## config.mk

```make
export PLATFORM = sky130hd
export DESIGN_NAME = varredura_display
export DESIGN_NICKNAME = d
export VERILOG_FILES = /design/src/rtl/varredura_display_pkg.sv /design/src/rtl/varredura_display_decoder.sv /design/src/rtl/varredura_display.sv
export SDC_FILE = /design/constraint.sdc
export NUM_CORES = 1
export LEC_CHECK = 0
export ABC_CLOCK_PERIOD_IN_PS = 3900
export CORE_AREA = 2 2 110 59
export DETAILED_ROUTE_END_ITERATION = 8
export DIE_AREA = 0 0 112 61
export PLACE_DENSITY = 0.75
export SYNTH_ARGS = -nofsm -noshare
export SYNTH_HDL_FRONTEND = slang
export SYNTH_SLANG_ARGS = --single-unit
```

## constraint.sdc

```tcl
create_clock -name clk -period 3.9 [get_ports clk]
set_input_delay 0.585 -clock clk [delete_from_list [all_inputs] [get_ports clk]]
set_output_delay 0.585 -clock clk [all_outputs]
set_load 0.05 [all_outputs]
```

## src/rtl/varredura_display_pkg.sv

```systemverilog
// Shared definitions for the multiplexed 7-segment display scanner.
package varredura_display_pkg;

  typedef enum logic [1:0] {
    DESLIGADO = 2'd0,
    MOSTRA    = 2'd1,
    APAGA     = 2'd2
  } estado_t;

  localparam logic [7:0] OFF_SEG_AC = 8'hFF;
  localparam logic [7:0] OFF_SEG_CC = 8'h00;

endpackage

```

## src/rtl/varredura_display_decoder.sv

```systemverilog
// BCD/hex to 7-segment decoder, bits 0..6 = a..g; polarity set by TIPO.
module encapsula_decoder #(
  parameter TIPO = "AC"
) (
  input  logic [3:0] bcd,
  output logic [6:0] seg
);

  localparam bit EH_CC = (TIPO == "CC");

  logic [6:0] padrao;

  // Active-high pattern (gfedcba); codes 10..15 show A,b,C,d,E,F.
  always_comb begin
    padrao = '0;
    case (bcd)
      4'h0: padrao = 7'h3F;
      4'h1: padrao = 7'h06;
      4'h2: padrao = 7'h5B;
      4'h3: padrao = 7'h4F;
      4'h4: padrao = 7'h66;
      4'h5: padrao = 7'h6D;
      4'h6: padrao = 7'h7D;
      4'h7: padrao = 7'h07;
      4'h8: padrao = 7'h7F;
      4'h9: padrao = 7'h6F;
      4'hA: padrao = 7'h77;
      4'hB: padrao = 7'h7C;
      4'hC: padrao = 7'h39;
      4'hD: padrao = 7'h5E;
      4'hE: padrao = 7'h79;
      default: padrao = 7'h71;
    endcase
    seg = EH_CC ? padrao : ~padrao;
  end

endmodule

```

## src/rtl/varredura_display.sv

```systemverilog
// Time-multiplexed scanner for N_DIG 7-segment digits with per-slot dead time.
module varredura_display
  import varredura_display_pkg::*;
#(
  parameter       TIPO      = "AC",
  parameter int   N_DIG     = 6,
  parameter int   DIV       = 50000,
  parameter int   BLANK     = 500,
  parameter logic SEL_ATIVO = 1'b0
) (
  input  logic               clk,
  input  logic               reset_n,
  input  logic               habilita,
  input  logic [4*N_DIG-1:0] digitos,
  input  logic [N_DIG-1:0]   pontos,
  input  logic [N_DIG-1:0]   apaga,
  output logic [7:0]         segmentos,
  output logic [N_DIG-1:0]   selecao,
  output logic [2:0]         indice
);

  localparam int              PW         = $clog2(DIV);
  localparam logic [PW-1:0]   FIM_MOSTRA = PW'(DIV - BLANK - 1);
  localparam logic [PW-1:0]   FIM_SLOT   = PW'(DIV - 1);
  localparam logic [2:0]      ULTIMO     = 3'(N_DIG - 1);
  localparam bit              EH_CC      = (TIPO == "CC");
  localparam bit              TIPO_OK    = (TIPO == "AC") || EH_CC;
  localparam logic [7:0]      OFF_SEG    = EH_CC ? OFF_SEG_CC : OFF_SEG_AC;
  localparam logic [N_DIG-1:0] SEL_OFF   = {N_DIG{~SEL_ATIVO}};

  estado_t          estado, estado_prox;
  logic [PW-1:0]    presc, presc_prox;
  logic [2:0]       indice_prox;
  logic             entrada;
  logic [3:0]       cod_lat, cod_in, cod_prox;
  logic             dp_lat, dp_in, dp_prox;
  logic             apg_lat, apg_in, apg_prox;
  logic [6:0]       seg7;
  logic [7:0]       seg_prox;
  logic [N_DIG-1:0] sel_prox;

  // Slot sequencing: MOSTRA for DIV-BLANK cycles, APAGA for BLANK, then next digit.
  always_comb begin
    estado_prox = estado;
    presc_prox  = presc;
    indice_prox = indice;
    entrada     = 1'b0;
    case (estado)
      DESLIGADO: begin
        if (habilita) begin
          estado_prox = MOSTRA;
          presc_prox  = '0;
          indice_prox = '0;
          entrada     = 1'b1;
        end
      end
      MOSTRA: begin
        presc_prox = presc + 1'b1;
        if (presc == FIM_MOSTRA) estado_prox = APAGA;
      end
      APAGA: begin
        if (presc == FIM_SLOT) begin
          estado_prox = MOSTRA;
          presc_prox  = '0;
          indice_prox = (indice == ULTIMO) ? '0 : indice + 3'd1;
          entrada     = 1'b1;
        end else begin
          presc_prox = presc + 1'b1;
        end
      end
      default: estado_prox = DESLIGADO;
    endcase
    if (!habilita) begin
      estado_prox = DESLIGADO;
      presc_prox  = '0;
      indice_prox = '0;
      entrada     = 1'b0;
    end
  end

  // Digit fields of the slot about to start; the decoder sees the fresh code on
  // the entry edge and the latched one afterwards, so segmentos stays registered.
  always_comb begin
    cod_in = '0;
    dp_in  = 1'b0;
    apg_in = 1'b0;
    for (int unsigned i = 0; i < N_DIG; i++) begin
      if (indice_prox == 3'(i)) begin
        cod_in = digitos[4*i +: 4];
        dp_in  = pontos[i];
        apg_in = apaga[i];
      end
    end
    cod_prox = entrada ? cod_in : cod_lat;
    dp_prox  = entrada ? dp_in  : dp_lat;
    apg_prox = entrada ? apg_in : apg_lat;
  end

  encapsula_decoder #(.TIPO(TIPO)) u_decoder (
    .bcd (cod_prox),
    .seg (seg7)
  );

  // Next output values, derived from the next state so select and segments change together.
  always_comb begin
    seg_prox = OFF_SEG;
    sel_prox = SEL_OFF;
    if (estado_prox == MOSTRA) begin
      for (int unsigned i = 0; i < N_DIG; i++) begin
        if (indice_prox == 3'(i)) sel_prox[i] = SEL_ATIVO;
      end
      if (TIPO_OK && !apg_prox) seg_prox = {(EH_CC ? dp_prox : ~dp_prox), seg7};
    end
  end

  // State, prescaler, latches and registered outputs.
  always_ff @(posedge clk or negedge reset_n) begin
    if (!reset_n) begin
      estado    <= DESLIGADO;
      presc     <= '0;
      indice    <= '0;
      cod_lat   <= '0;
      dp_lat    <= 1'b0;
      apg_lat   <= 1'b0;
      segmentos <= OFF_SEG;
      selecao   <= SEL_OFF;
    end else begin
      estado    <= estado_prox;
      presc     <= presc_prox;
      indice    <= indice_prox;
      cod_lat   <= cod_prox;
      dp_lat    <= dp_prox;
      apg_lat   <= apg_prox;
      segmentos <= seg_prox;
      selecao   <= sel_prox;
    end
  end

endmodule
```

==> results.md <==
* Initial antenna violation count at 0
* Relative slew slack at 0.375
* Slowest CP cell: or4_1
* Worst Path Max Fanout at 12
* Final period utilization at 0.972
* DRT Pass-1 Iters at 5
* GRT Residual Overflow at 0
* Clock share of power at 0.413
* Clk_lat worst skew at ~290 ps
* Initial core utilization at 0.449
* P_leak at 1.43 nW
* Area share of the largest cell type after synthesis at 0.257
* Worst-Margin Slew at around 940 ps
* Nets at 402
* Sequential cell area fraction in the yosys report at 0.397
* H-tree Lvls at 2
* DR WL/cell at between 15 and 20 µm
* Root Buffer: clkbuf_16
* Fin crit period at 3790 ps
* Critical Path Source: presc[0]
* Yosys cell types at ~70
* Post-synth EDFFs at 0
* YS warnings at 0
* Critical-path cell list: ha_2 -> or3b_1 -> nor4_1 -> a21oi_1 -> nand2b_1 -> or4_1 -> o221ai_2 -> nor2b_1 -> nor3_2 -> o31ai_1
* Cell internal power dissipation at 0.957 mW
* P&R area growth vs syn at 36.8%
* Post-synth top area cell: dfrtp_1
* CP bufs+invs at 0
* Setup Crit Path Kind: register to register
* Hold buffer count at CTS at 0
* FF+latch area at about 1000 µm²
* R2r startpoint: presc[0]
* Die height at 61 µm
* Max Clock Freq at roughly 0.26 GHz
* IR drop worst, VDD at between 0.2 and 0.25 mV
* Flop-to-flop setup slack at between 100 and 150 ps
* #FFs+latches synth at slightly above 40
* PwrDens at about 370 nW/µm²
* # setup viols final at 0
* Routed wire length at between 7000 and 8000 µm
* CP endpoint kind: register
* Top FF cell, synth: dfrtp_1
* Vias per cell at between 5 and 6
* Final worst slack at 110 ps
* Synth Instances at 284
* Layout cells sized above 1 at 0.187
* CP Data Required Time at between 4000 and 5000 ps
* Seq pwr share at 0.355
* Mapped Nets at roughly 330
* Clock Skew at ~6.1 ps
* Mapped Avg Cell Area at 9.26 µm²
* ANT nets after route at 0
* Psw at between 0.3 and 0.4 mW
* RSZ-0062 raised after global routing: yes
* Max-Cap Viols at 0
* Pre-CTS setup slack at roughly 44 ps
* CP peak stage delay at around 600 ps
* First-pass GRT wire length at about 12000 µm
* WP data arrival at approximately 4000 ps
* GRT Resource Usage Total at 0.227
* Row Count at 20
* Clock-pin transition on the worst setup and hold timing paths at 60 ps
* CTS buffer count at 5
* Sw frac at 0.272
* Die X at 112 µm
* Largest net degree at the start of global routing at between 40 and 50
* Count of pins over their slew limit at 0
* Synth top area cells: dfrtp_1 (26%), dfstp_2 (14%), ha_1 (5.2%), nor2_1 (4.4%), nand2_1 (3.6%)
* Worst reg2reg path endpoint: segmentos[0]
* Area occupied by multi-input gates at 1540 µm²
* HP Class: input port to async pin
* Synthesized cell area at about 2600 µm²
* Clock Path Buffers at 2
* Routability congestion estimate at about 0.97
* CP top delay family: simple AND/OR/NAND/NOR gates
* Hold Fails Final Rpt at 0
* Initial DRC count at between 200 and 250
* CTS tree: yes
* Number of top-level pins at 56
* Vias in the first global route at 2254
* Dpl hpwl at approximately 5700 µm
* Worst setup SP type: register
* Combinational share of power at 0.231
* Vias post-DR at between 2000 and 3000
* Worst Setup EP: segmentos[0]
* Die ar. at ~7000 µm²
* # port buffers at 55
* Fraction of synthesis flops using an asynchronous set or reset pin at 1.00
* Design Power at between 1 and 1.5 mW
* Register-to-Register Path Depth at 10
* Sink Count at 41
* Fillers at around 480
* Outcome: complete, no violations
* Ant diodes at 0
* Crit path depth at 10
* Core Region at just under 6000 µm²
* DRC errors left at 0
-- cells in the mapped netlist, types with 2 or more instances --
master / n
a211oi_1: 2
a21oi_1: 8
a221o_1: 3
a221oi_2: 3
a22oi_1: 2
a31oi_1: 3
and3_1: 4
buf_2: 3
clkbuf_1: 6
dfrtp_1: 27
dfstp_2: 14
ha_1: 11
inv_1: 16
mux2i_1: 5
nand2_1: 25
nand2b_1: 4
nand3_1: 12
nand4b_1: 2
nand4bb_1: 3
nor2_1: 31
nor2b_1: 7
nor3_1: 11
nor3b_1: 3
nor4_1: 3
o2111ai_1: 2
o211ai_1: 4
o21ai_0: 14
o221ai_1: 2
o31ai_1: 3
or3_1: 2
or3b_1: 2
or4_1: 2
or4_4: 2
xnor2_1: 3
xor2_1: 7
-- worst min-delay path by stage --
stage                         from         to  cells after the start
final                      reset_n   presc[0]                      1
after global routing       reset_n   presc[2]                      1
after CTS                  reset_n  presc[11]                      1
after detailed placement  presc[1]   presc[1]                      2
after global placement    presc[1]   presc[1]                      2
after floorplan            reset_n    apg_lat                      0
-- worst register-to-register path, delay by kind of cell, from the launching register on --
| family | cells | cell delay [ps] |
|---|---|---|
| adders and majority gates | 1 | 240 |
| DFF | 1 | 390 |
| AOI/OAI and AO/OA | 3 | 740 |
| and+or+nand+nor | 6 | 2330 |
-- registers in the layout, indices dropped and copies added (netlist names) --
signal     flops
cod_lat        4
indice         3
dp_lat         1
segmentos      8
presc         16
estado         2
selecao        6
apg_lat        1
-- repair_timing --
| item | 4_1_cts | 5_1_grt |
|---|---|---|
| endpoints found under the hold margin | 0 | 0 |
| pin swaps | 0 | 1 |
| endpoints found under the setup margin | 1 | 7 |
| buffers inserted | 0 | 1 |
| resized for setup | 1 | 11 |
-- stage by stage --
| step | std cells | TNS [ps] | utilization | area (µm²) | hold slack, ps |
|---|---|---|---|---|---|
| 2_1_floorplan | 284 | 0 | - | 2630 | 289 |
| 3_3_place_gp | 421 | 0 | 0.570 | 3340 | 496 |
| 3_5_place_dp | 421 | 0 | 0.570 | 3340 | 501 |
| 4_1_cts | 429 | 0 | 0.604 | 3530 | 472 |
| 5_1_grt | 430 | -124 | 0.615 | 3600 | 523 |
| 6_report | 430 | 0 | 0.615 | 3600 | 433 |
-- power by group through the flow --
stage	Sequential, mW	Combinational, mW	Clock (mW)
2_1_floorplan	0.513	0.137	0
3_3_place_gp	0.474	0.285	0
3_5_place_dp	0.474	0.288	0
4_1_cts	0.467	0.290	0.551
5_1_grt	0.469	0.325	0.565
6_report	0.467	0.304	0.543
-- area by class of cell --
type,count,share of cell area
clock buffers,5,0.0348
repair buffers,71,0.185
well taps,77,0.0268
inverters,17,0.0177
clock inverters,3,0.0191
multi-input cells,216,0.427
flip-flops and latches,41,0.290
-- metal layers --
layer | vias to the layer above | track usage | part of all wire
met2 | 124 | 0.304 | 0.38
met1 | 1203 | 0.361 | 0.52
met3 | 5 | 0.0569 | 0.096
met4 | 0 | 0.0488 | 0.0057
li1 | 1171 | - | -
met5 | - | 0 | 0
-- cells by family (layout without fill, tap and decap cells) --
family	Yosys count	after routing	share of synthesized area
buffers and inverters	27	96	0.0428
adder cells (fa/ha/maj)	11	11	0.0523
AND/OR/NAND/NOR	120	120	0.239
multiplexers	6	6	0.0233
AO/OA/AOI/OAI	69	69	0.212
flip-flops	41	41	0.397
XOR/XNOR	10	10	0.0333
-- cell usage in the layout, fill, tap and decap left out, types with 7 or more instances in the layout --
cell	n
a21oi_1	7
nor3_1	8
ha_1	10
nand3_1	12
nor2b_1	7
dfstp_2	14
buf_4	16
xor2_1	7
dfrtp_1	27
clkdlybuf4s50_1	54
inv_1	16
nand2_1	25
o21ai_0	14
nor2_1	29
No activity file was read; power rests on OpenSTA's default activity.
